===== src/rtl/ll_pkg.sv =====
// rtl/ll_pkg.sv - shared constants and width helpers for the ll_engine slice
// Purpose: default parameter values, clog2 helper and the derived width
//          functions used by ll_engine and ll_win_ring.
// Ports:   none (package).
package ll_pkg;

  localparam int DEF_IN_W    = 16;
  localparam int DEF_WIN_LEN = 50;
  localparam int DEF_NUM_WIN = 5;
  localparam int DEF_NUM_CH  = 4;

  // Smallest r with 2**r >= v (clog2(1) == 0).
  function automatic int clog2(input int v);
    int r;
    r = 0;
    for (int i = 0; i < 31; i++) begin
      if ((1 << i) < v) r = i + 1;
    end
    return r;
  endfunction

  function automatic int at_least_1(input int v);
    return (v < 1) ? 1 : v;
  endfunction

  function automatic int ch_w(input int num_ch);
    return at_least_1(clog2(num_ch));
  endfunction

  // One window sum: WIN_LEN deltas of IN_W+1 bits each.
  function automatic int mid_w(input int in_w, input int win_len);
    return in_w + 1 + clog2(win_len);
  endfunction

  // Running total of NUM_WIN window sums.
  function automatic int out_w(input int in_w, input int win_len, input int num_win);
    return mid_w(in_w, win_len) + clog2(num_win);
  endfunction

endpackage


===== src/rtl/ll_win_ring.sv =====
// rtl/ll_win_ring.sv - per-channel ring of window sums with running total
// Purpose: holds NUM_WIN window sums per channel, the oldest-slot pointer and
//          the running total; total_next is the total after replacing the
//          oldest slot of channel ch with wsum, committed when wr_en is high.
// Ports:   clk, rst_n (async active-low), clr (sync clear),
//          wr_en (commit wsum for ch), ch (channel index), wsum (closed
//          window sum), total_next (combinational updated total for ch).
module ll_win_ring
  import ll_pkg::*;
#(
  parameter int NUM_CH  = DEF_NUM_CH,
  parameter int NUM_WIN = DEF_NUM_WIN,
  parameter int CH_W    = 2,
  parameter int MID_W   = 23,
  parameter int OUT_W   = 26
) (
  input  logic             clk,
  input  logic             rst_n,
  input  logic             clr,
  input  logic             wr_en,
  input  logic [CH_W-1:0]  ch,
  input  logic [MID_W-1:0] wsum,
  output logic [OUT_W-1:0] total_next
);

  localparam int PTR_W = at_least_1(clog2(NUM_WIN));

  logic [MID_W-1:0] ring  [NUM_CH][NUM_WIN];
  logic [PTR_W-1:0] ptr   [NUM_CH];
  logic [OUT_W-1:0] total [NUM_CH];
  logic [MID_W-1:0] oldest;

  // total always equals the sum of the ring, so the subtraction cannot underflow.
  assign oldest     = ring[ch][ptr[ch]];
  assign total_next = total[ch] + OUT_W'(wsum) - OUT_W'(oldest);

  always_ff @(posedge clk or negedge rst_n) begin
    if (!rst_n) begin
      for (int c = 0; c < NUM_CH; c++) begin
        ptr[c]   <= '0;
        total[c] <= '0;
        for (int w = 0; w < NUM_WIN; w++) ring[c][w] <= '0;
      end
    end else if (clr) begin
      for (int c = 0; c < NUM_CH; c++) begin
        ptr[c]   <= '0;
        total[c] <= '0;
        for (int w = 0; w < NUM_WIN; w++) ring[c][w] <= '0;
      end
    end else if (wr_en) begin
      ring[ch][ptr[ch]] <= wsum;
      total[ch]         <= total_next;
      ptr[ch]           <= (ptr[ch] == PTR_W'(NUM_WIN - 1)) ? '0 : ptr[ch] + PTR_W'(1);
    end
  end

endmodule


===== src/rtl/ll_engine.sv =====
// rtl/ll_engine.sv - multi-channel windowed line-length engine
// Purpose: per channel, sums |x - prev| over windows of WIN_LEN samples and
//          emits the sum of the last NUM_WIN windows at every window close.
//          Optional macro LL_WARMUP_EN suppresses results until a channel has
//          completed NUM_WIN windows.
// Ports:   clk, rst_n (async active-low), clr (sync clear of all channels),
//          in_valid/in_ready/in_ch/in_data (sample input),
//          out_valid/out_ready/out_ch/out_data (result output, latency 1).
module ll_engine
  import ll_pkg::*;
#(
  parameter  int IN_W    = DEF_IN_W,
  parameter  int WIN_LEN = DEF_WIN_LEN,
  parameter  int NUM_WIN = DEF_NUM_WIN,
  parameter  int NUM_CH  = DEF_NUM_CH,
  localparam int CH_W    = ch_w(NUM_CH),
  localparam int MID_W   = mid_w(IN_W, WIN_LEN),
  localparam int OUT_W   = out_w(IN_W, WIN_LEN, NUM_WIN)
) (
  input  logic                   clk,
  input  logic                   rst_n,
  input  logic                   clr,
  input  logic                   in_valid,
  input  logic [CH_W-1:0]        in_ch,
  input  logic signed [IN_W-1:0] in_data,
  output logic                   in_ready,
  output logic                   out_valid,
  input  logic                   out_ready,
  output logic [CH_W-1:0]        out_ch,
  output logic [OUT_W-1:0]       out_data
);

  localparam int CNT_W = at_least_1(clog2(WIN_LEN));
  localparam int D_W   = IN_W + 1;
  localparam logic [CH_W:0] CH_LIMIT = NUM_CH[CH_W:0];

  logic signed [IN_W-1:0] prev [NUM_CH];
  logic                   seen [NUM_CH];
  logic [CNT_W-1:0]       cnt  [NUM_CH];
  logic [MID_W-1:0]       acc  [NUM_CH];
`ifdef LL_WARMUP_EN
  localparam int WC_W = at_least_1(clog2(NUM_WIN + 1));
  logic [WC_W-1:0]        wcnt [NUM_CH];
`endif

  logic                  ch_ok;
  logic                  accept;
  logic                  closing;
  logic                  emit;
  logic signed [D_W-1:0] diff;
  logic [D_W-1:0]        d;
  logic [MID_W-1:0]      wsum;
  logic [OUT_W-1:0]      total_next;

  // A close only happens on an accepted sample, and acceptance requires the
  // output register to be free or draining this cycle.
  assign in_ready = rst_n && !clr && (!out_valid || out_ready);

  // Out-of-range channels are handshaken but leave no trace.
  assign ch_ok  = {1'b0, in_ch} < CH_LIMIT;
  assign accept = in_valid && in_ready && ch_ok;

  assign diff    = $signed({in_data[IN_W-1], in_data}) - $signed({prev[in_ch][IN_W-1], prev[in_ch]});
  assign d       = !seen[in_ch] ? '0 : (diff[D_W-1] ? D_W'(-diff) : D_W'(diff));
  assign closing = (cnt[in_ch] == CNT_W'(WIN_LEN - 1));
  assign wsum    = acc[in_ch] + MID_W'(d);

`ifdef LL_WARMUP_EN
  // This close brings (or keeps) the completed-window count at NUM_WIN.
  assign emit = (wcnt[in_ch] == WC_W'(NUM_WIN)) || (wcnt[in_ch] == WC_W'(NUM_WIN - 1));
`else
  assign emit = 1'b1;
`endif

  ll_win_ring #(
    .NUM_CH  (NUM_CH),
    .NUM_WIN (NUM_WIN),
    .CH_W    (CH_W),
    .MID_W   (MID_W),
    .OUT_W   (OUT_W)
  ) u_ring (
    .clk        (clk),
    .rst_n      (rst_n),
    .clr        (clr),
    .wr_en      (accept && closing),
    .ch         (in_ch),
    .wsum       (wsum),
    .total_next (total_next)
  );

  always_ff @(posedge clk or negedge rst_n) begin
    if (!rst_n) begin
      for (int c = 0; c < NUM_CH; c++) begin
        prev[c] <= '0;
        seen[c] <= 1'b0;
        cnt[c]  <= '0;
        acc[c]  <= '0;
`ifdef LL_WARMUP_EN
        wcnt[c] <= '0;
`endif
      end
      out_valid <= 1'b0;
      out_ch    <= '0;
      out_data  <= '0;
    end else if (clr) begin
      for (int c = 0; c < NUM_CH; c++) begin
        prev[c] <= '0;
        seen[c] <= 1'b0;
        cnt[c]  <= '0;
        acc[c]  <= '0;
`ifdef LL_WARMUP_EN
        wcnt[c] <= '0;
`endif
      end
      out_valid <= 1'b0;
      out_ch    <= '0;
      out_data  <= '0;
    end else begin
      if (out_valid && out_ready) out_valid <= 1'b0;
      if (accept) begin
        prev[in_ch] <= in_data;
        seen[in_ch] <= 1'b1;
        if (closing) begin
          cnt[in_ch] <= '0;
          acc[in_ch] <= '0;
`ifdef LL_WARMUP_EN
          if (wcnt[in_ch] != WC_W'(NUM_WIN)) wcnt[in_ch] <= wcnt[in_ch] + WC_W'(1);
`endif
          if (emit) begin
            out_valid <= 1'b1;
            out_ch    <= in_ch;
            out_data  <= total_next;
          end
        end else begin
          cnt[in_ch] <= cnt[in_ch] + CNT_W'(1);
          acc[in_ch] <= wsum;
        end
      end
    end
  end

endmodule


===== config.mk =====
export PLATFORM = sky130hd
export DESIGN_NAME = ll_engine
export DESIGN_NICKNAME = d
export VERILOG_FILES = /design/src/rtl/ll_pkg.sv /design/src/rtl/ll_win_ring.sv /design/src/rtl/ll_engine.sv
export SDC_FILE = /design/constraint.sdc
export NUM_CORES = 2
export LEC_CHECK = 0
export ABC_AREA = 1
export ABC_CLOCK_PERIOD_IN_PS = 17830
export BUFFER_PORTS_ARGS = -buffer_cell sky130_fd_sc_hd__buf_2
export CAP_MARGIN = 20
export CORE_MARGIN = 5
export CORE_UTILIZATION = 30
export DETAILED_ROUTE_END_ITERATION = 10
export REMOVE_ABC_BUFFERS = 1
export SYNTH_ARGS = -nofsm -noshare
export SYNTH_HDL_FRONTEND = slang
export SYNTH_HIERARCHICAL = 1
export SYNTH_SLANG_ARGS = --single-unit

===== constraint.sdc =====
create_clock -name clk -period 17.83 [get_ports clk]
set_input_delay 1.783 -clock clk [delete_from_list [all_inputs] [get_ports clk]]
set_output_delay 1.783 -clock clk [all_outputs]
set_load 0.01 [all_outputs]

## Word-level counts from Yosys, hierarchy flattened

Index checks and enable logic that the tools add are counted.

- Flip-flop bits (word level): 789
- Input bits: 23
- Output and inout port bits: 30
- Logic and storage cells: 156

- Add/subtract/negate cells: 7
- Order comparisons: 4
- Equality and inequality tests: 2
- Mux-type cells: 75
- Bitwise operators: 7
- Reduce and logical (&&, ||, !) cells: 14

Operator list:

| operator | number |
|---|---|
| 2-to-1 mux 460 bit | 2 |
| bitwise mux 460 bit | 1 |
| 2-to-1 mux 115 bit | 3 |
| 2-to-1 mux 92 bit | 3 |
| binary-select mux 115 bit (select 2 bit) | 1 |
| demux 115 bit (select 2 bit) | 1 |
| 2-to-1 mux 104 bit | 2 |
| 2-to-1 mux 26 bit | 6 |
| 2-to-1 mux 23 bit | 6 |
| 2-to-1 mux 64 bit | 2 |
| bitwise mux 104 bit | 1 |
| AND 92 bit | 1 |
| bitwise mux 92 bit | 1 |
| NOT 92 bit | 1 |
| 2-to-1 mux 24 bit | 3 |
| binary-select mux 23 bit (select 3 bit) | 1 |
| demux 23 bit (select 3 bit) | 1 |
| bitwise mux 64 bit | 1 |
| binary-select mux 26 bit (select 2 bit) | 1 |
| demux 26 bit (select 2 bit) | 1 |
| 2-to-1 mux 16 bit | 3 |
| binary-select mux 23 bit (select 2 bit) | 1 |
| demux 23 bit (select 2 bit) | 1 |
| 2-to-1 mux 17 bit | 2 |
| other kinds (39) | 63 |

## Logic depth before layout (Yosys ltp)

- Depth in word-level cells: 14
- Mapped depth: 49
- Mapped depth without buffers: 47

## Cells and area by module

Netlist, hierarchy kept.

Modules (own cells, without submodules):

| module | times used | cells an instance | area each (sq um) | seq. area each (sq um) |
|---|---|---|---|---|
| ll_win_ring | 1 | 3480 | 28562.4 | 14413.8 |
| ll_engine | 1 | 1933 | 13648.1 | 5330.1 |

## Least setup slack after synthesis

No wires, ideal clock.

- Path type: input-to-reg
- From: input in_ch[0]
- To: register out_data[24]
- Library setup time: 0.121 ns
- Data arrival time: 7.913 ns
- Data required time: 17.709 ns
- Slack: 9.796 ns
- Stages on the path: 44
- Path buffers: 3
- Cell sequence: nor2_4 clkbuf_1 clkbuf_1 a22oi_1 o221ai_1 ha_1 inv_1 fa_1 nand3_1 nand3_1 nand2_1 nand2_1 nand3_1 nand2_1 nand2_1 nand2_1 inv_1 buf_2 [8 not listed] inv_1 nand2_1 nand2_1 nand2_1 and2_1 inv_1 fa_1 inv_1 ha_1 nand2_1 nor2_1 nand2_1 nor2_1 nand2_1 nand3_1 nand2_1 and2_1 a22o_1

- Longest elaborated chain between the ends: 14
- Elaborated cells on any way between the ends: 39
- Classes of those cells: add/sub (5); eq/ne (1); mux (29); bitwise (2); reduce/logical (2)

Ends and longest elaborated chain:

| item | RTL line | source |
|---|---|---|
| from (decl) | ll_engine.sv:24 | `input logic [CH_W-1:0] in_ch,` |
| NOT 2 -> 3 bit (implied by the code) (*) | ll_engine.sv:63, ll_engine.sv:64, ll_engine.sv:66 |  |
| binary-select mux 16 bit (select 2 bit) | ll_engine.sv:63 | `assign diff = $signed({in_data[IN_W-1], in_data}) - $signed({prev[in_ch][IN_W-1], prev[in_ch]});` |
| 2-to-1 mux 16 bit (implied by the code) (2 in series) | ll_engine.sv:63 |  |
| subtractor 16 x 16 -> 17 bit | ll_engine.sv:63 |  |
| negation 17 bit | ll_engine.sv:64 | `assign d = !seen[in_ch] ? '0 : (diff[D_W-1] ? D_W'(-diff) : D_W'(diff));` |
| 2-to-1 mux 17 bit (2 in series) | ll_engine.sv:64 |  |
| adder 23 x 17 -> 23 bit (*) | ll_engine.sv:66 | `assign wsum = acc[in_ch] + MID_W'(d);` |
| named net wsum[19] | ll_engine.sv:52 | `logic [MID_W-1:0] wsum;` |
| adder 26 x 23 -> 26 bit (*) | ll_win_ring.sv:35 | `assign total_next = total[ch] + OUT_W'(wsum) - OUT_W'(oldest);` |
| subtractor 26 x 23 -> 26 bit (*) | ll_win_ring.sv:35 |  |
| named net total_next[24] | ll_engine.sv:53 | `logic [OUT_W-1:0] total_next;` |
| 2-to-1 mux 26 bit (*) | ll_engine.sv:123 | `if (closing) begin` |
| 2-to-1 mux 26 bit (*) | ll_engine.sv:120 | `if (accept) begin` |
| 2-to-1 mux 26 bit (*) | ll_engine.sv:105 | `end else if (clr) begin` |
| to (signal assigned) | ll_engine.sv:132 | `out_data <= total_next;` |
| to (decl) | ll_engine.sv:30 | `output logic [OUT_W-1:0] out_data` |

The timed path passes the listed nets; every way through them passes the cells marked *. The select of a mux whose other input is x is not followed.
A chain may end at the register's enable or synchronous reset.

## Final worst setup path

- From: input in_ch[1]
- To: register out_data[15]

The elaborated chain is that of the path after synthesis.

==> results by group <==
Run status
  • Status: finished clean

Critical path
  • Slowest stage cell, crit path: fa_1
  • CP bufs+invs: 9
  • Cell mode on critical path: nand2_1
  • Nature of the critical path endpoint: flop
  • CP top delay family: simple AND/OR/NAND/NOR gates
  • WP data arrival: 9.73 ns
  • Startpoint Class: input port
  • Crit-path max cell delay: 0.51 ns
  • Critical path class: input port to flop
  • Required time of the critical path: 18.38 ns
  • Maximum fanout along the worst path: 43

Synthesis
  • Dominant cell type by area after synthesis: dfrtp_1
  • Avg Cell Area, Syn: 7.798 sq um
  • Seq/Total Area, Yosys: 46.77%
  • EDFF count, synth: 0
  • Ys async rst share: 100.0%
  • Most common flop cell mapped by yosys: dfrtp_1
  • Share of the synthesized area in the top cell type: 46.77%
  • Mapped Area: 0.04221 sq mm
  • Mapped Cells: 5413
  • Yosys cell types: 44
  • Top cells by area, synth: dfrtp_1 47%, nand2_1 12%, nand3_1 9.2%, o21ai_0 8.0%, inv_1 4.4%
  • Ys Warns: 6
  • FF+latch count, synth: 789

Final layout
  • Final #Nets: 5363
  • Area Overhead vs Synth: 11.73%
  • Fin cells: 7198
  • Post-route design area: 0.04716 sq mm
  • Multi-input combinational cell area: 0.01903 sq mm
  • Reg area: 0.01974 sq mm
  • Final-layout fill cell count: 14650
  • Layout cell share with drive strength beyond 1: 6.316%

Floorplanning
  • Initial Utilization: 30.21%
  • Die area: 0.1483 sq mm
  • # rows: 137
  • Core region area: 0.1397 sq mm
  • Ports: 53
  • Die W: 385.1 um
  • Die Y: 385.1 um

Drt
  • Routed WL: 142900 um
  • DRC viols: 0
  • Via/cell ratio: 5.366
  • Antenna Nets Post-Route: 0
  • Vias: 38620
  • 1st-iter DRT viols: 4528
  • Drt wl/cell: 19.85 um
  • DR pass1 iterations: 6

Timing
  • Final Cycle Share: 51.51%
  • Fmax: 108.9 MHz
  • Final setup TNS: 0 ns
  • Final Critical Period: 9.184 ns
  • RSZ-0062 raised after global routing: no
  • Hold WS: 0.4787 ns
  • Clk_skew: 0.07277 ns
  • Final Hold Fails: 0
  • Setup ws final: 8.646 ns
  • Finish-stage setup viols: 0
  • Slew headroom: 25.54%
  • Worst Tran Pin Value: 1.117 ns
  • Final Max Tran Viols: 0

Placed design
  • Pre-CTS setup slack: 8.069 ns
  • GP Congestion: 0.9159
  • Detailed Place HPWL: 85860 um
  • Port Buf Inserts: 52
  • Placed cell count: 7031
  • Placed cell area: 0.04392 sq mm

GRT
  • Met3 usage: 3.075%
  • Global route total overflow: 0
  • Gr usage total: 18.84%
  • Met2 Use GR: 29.46%
  • First-pass GRT wire length: 221900 um
  • GR Util met1: 26.85%
  • Pin count of the biggest net entering global routing: 200
  • Vias in the first global route: 36710
  • Busiest grt layer: met2
  • Initial antenna violation count: 3

Pwr
  • Worst vdd ir: 0.07096 mV
  • Leakage: 0.02208 uW
  • Cell Pwr Density: 102.5 mW/mm^2

CTS
  • CTS root buf: clkbuf_16
  • Worst skew pair latency: 0.71 ns
  • H-tree depth reported by CTS: 3
  • Clk pin slew, worst setup/hold paths: 0.06 ns
  • TritonCTS buffer count: 89
  • CTS tree: built
  • Cts hold-fix bufs: 0
  • Post-CTS Resized: 0
  • Setup Buffers After CTS: 0
  • CTS Buffer Depth: 3
  • # clock sinks: 789

Worst hold path
  • Worst Hold Class: flop to flop

Job
  • Maxcap violations: 0
==> flip-flops by register name, indices dropped and copies added (netlist names) <==
register / count
out_valid: 1
u_ring/ptr: 12
u_ring/ring: 460
u_ring/total: 104
acc: 92
seen: 4
cnt: 24
prev: 64
out_data: 26
out_ch: 2
==> cells by family after synthesis <==
kind of cell,Yosys count,share of synthesized area (%)
AO/OA/AOI/OAI,1210,16.24
buffers and inverters,891,8.273
XOR/XNOR,25,0.5187
flip-flops,789,46.77
adder cells (fa/ha/maj),89,3.083
AND/OR/NAND/NOR,2409,25.11
==> where the power goes <==
group	switching, uW	leakage, uW	total (uW)	internal [uW]
registers	10.7	0.0110	1820	1810
clock network	808	0.00152	1950	1140
logic	803	0.00957	1060	255
total	1620	0.0221	4830	3210
==> final timing paths <==
| check | startpoint | to | slack [ns] | cells after the start |
|---|---|---|---|---|
| max | in_ch[1] | out_data[15] | 8.65 | 40 |
| max reg2reg | prev[6] | out_data[15] | 10.61 | 38 |
| min in group asynchronous | rst_n | prev[24] | 1.12 | 1 |
| min | u_ring/total[102] | u_ring/total[102] | 0.48 | 2 |
| min reg2reg | u_ring/total[102] | u_ring/total[102] | 0.48 | 2 |
| max in group asynchronous | rst_n | u_ring/ring[104] | 12.83 | 6 |
==> layout by cell type, fill, tap and decap left out, types with 89 or more instances in the layout <==
cell       count
inv_1        498
nand3_1      769
clkbuf_16     89
o21ai_0      671
a22oi_1      112
dfrtp_1      789
o21ai_1      150
nand2_1     1308
nor2_1       163
o22ai_1      108
==> Yosys cell counts, types with 16 or more instances <==
cell and n:
buf_1 59, dfrtp_1 789, o22ai_1 108, buf_2 75
inv_1 499, a21oi_1 63, ha_1 64, fa_1 25
a22oi_1 112, o21ai_1 150, o21ai_0 671, clkbuf_1 229
nand2_1 1310, nand4_1 76, and2_1 21, a22o_1 32
nand3_1 773, nor2_1 169, xor2_1 16, a221oi_1 51
==> tightest hold or removal path: cells and delay by family, from the launching register on <==
family,cells,cell delay [ns]
flops,1,0.34
simple gates,2,0.10
==> metal layers <==
layer | up-vias | part of all wire (%)
li1 | 17850 | -
met3 | 250 | 7.9
met1 | 19000 | 45
met2 | 1523 | 44
met5 | - | 0
met4 | 0 | 2.8
==> per-stage QoR <==
step,power [uW],util (%)
after floorplan,2503,-
after global placement,2893,31.38
after detailed placement,2897,31.44
after CTS,4858,33.67
after global routing,5055,33.75
final,4832,33.76
==> final cells by class <==
cell class                 instances  area share, %
antenna                            2        0.01061
clock inverter                    37          1.268
multi-input combinational       3733          40.35
tap                             1876          4.977
timing repair buffer             123          2.069
clock buffer                     123          5.333
sequential                       789          41.86
inverter                         515          4.128
No activity file was read; power rests on OpenSTA's default activity.
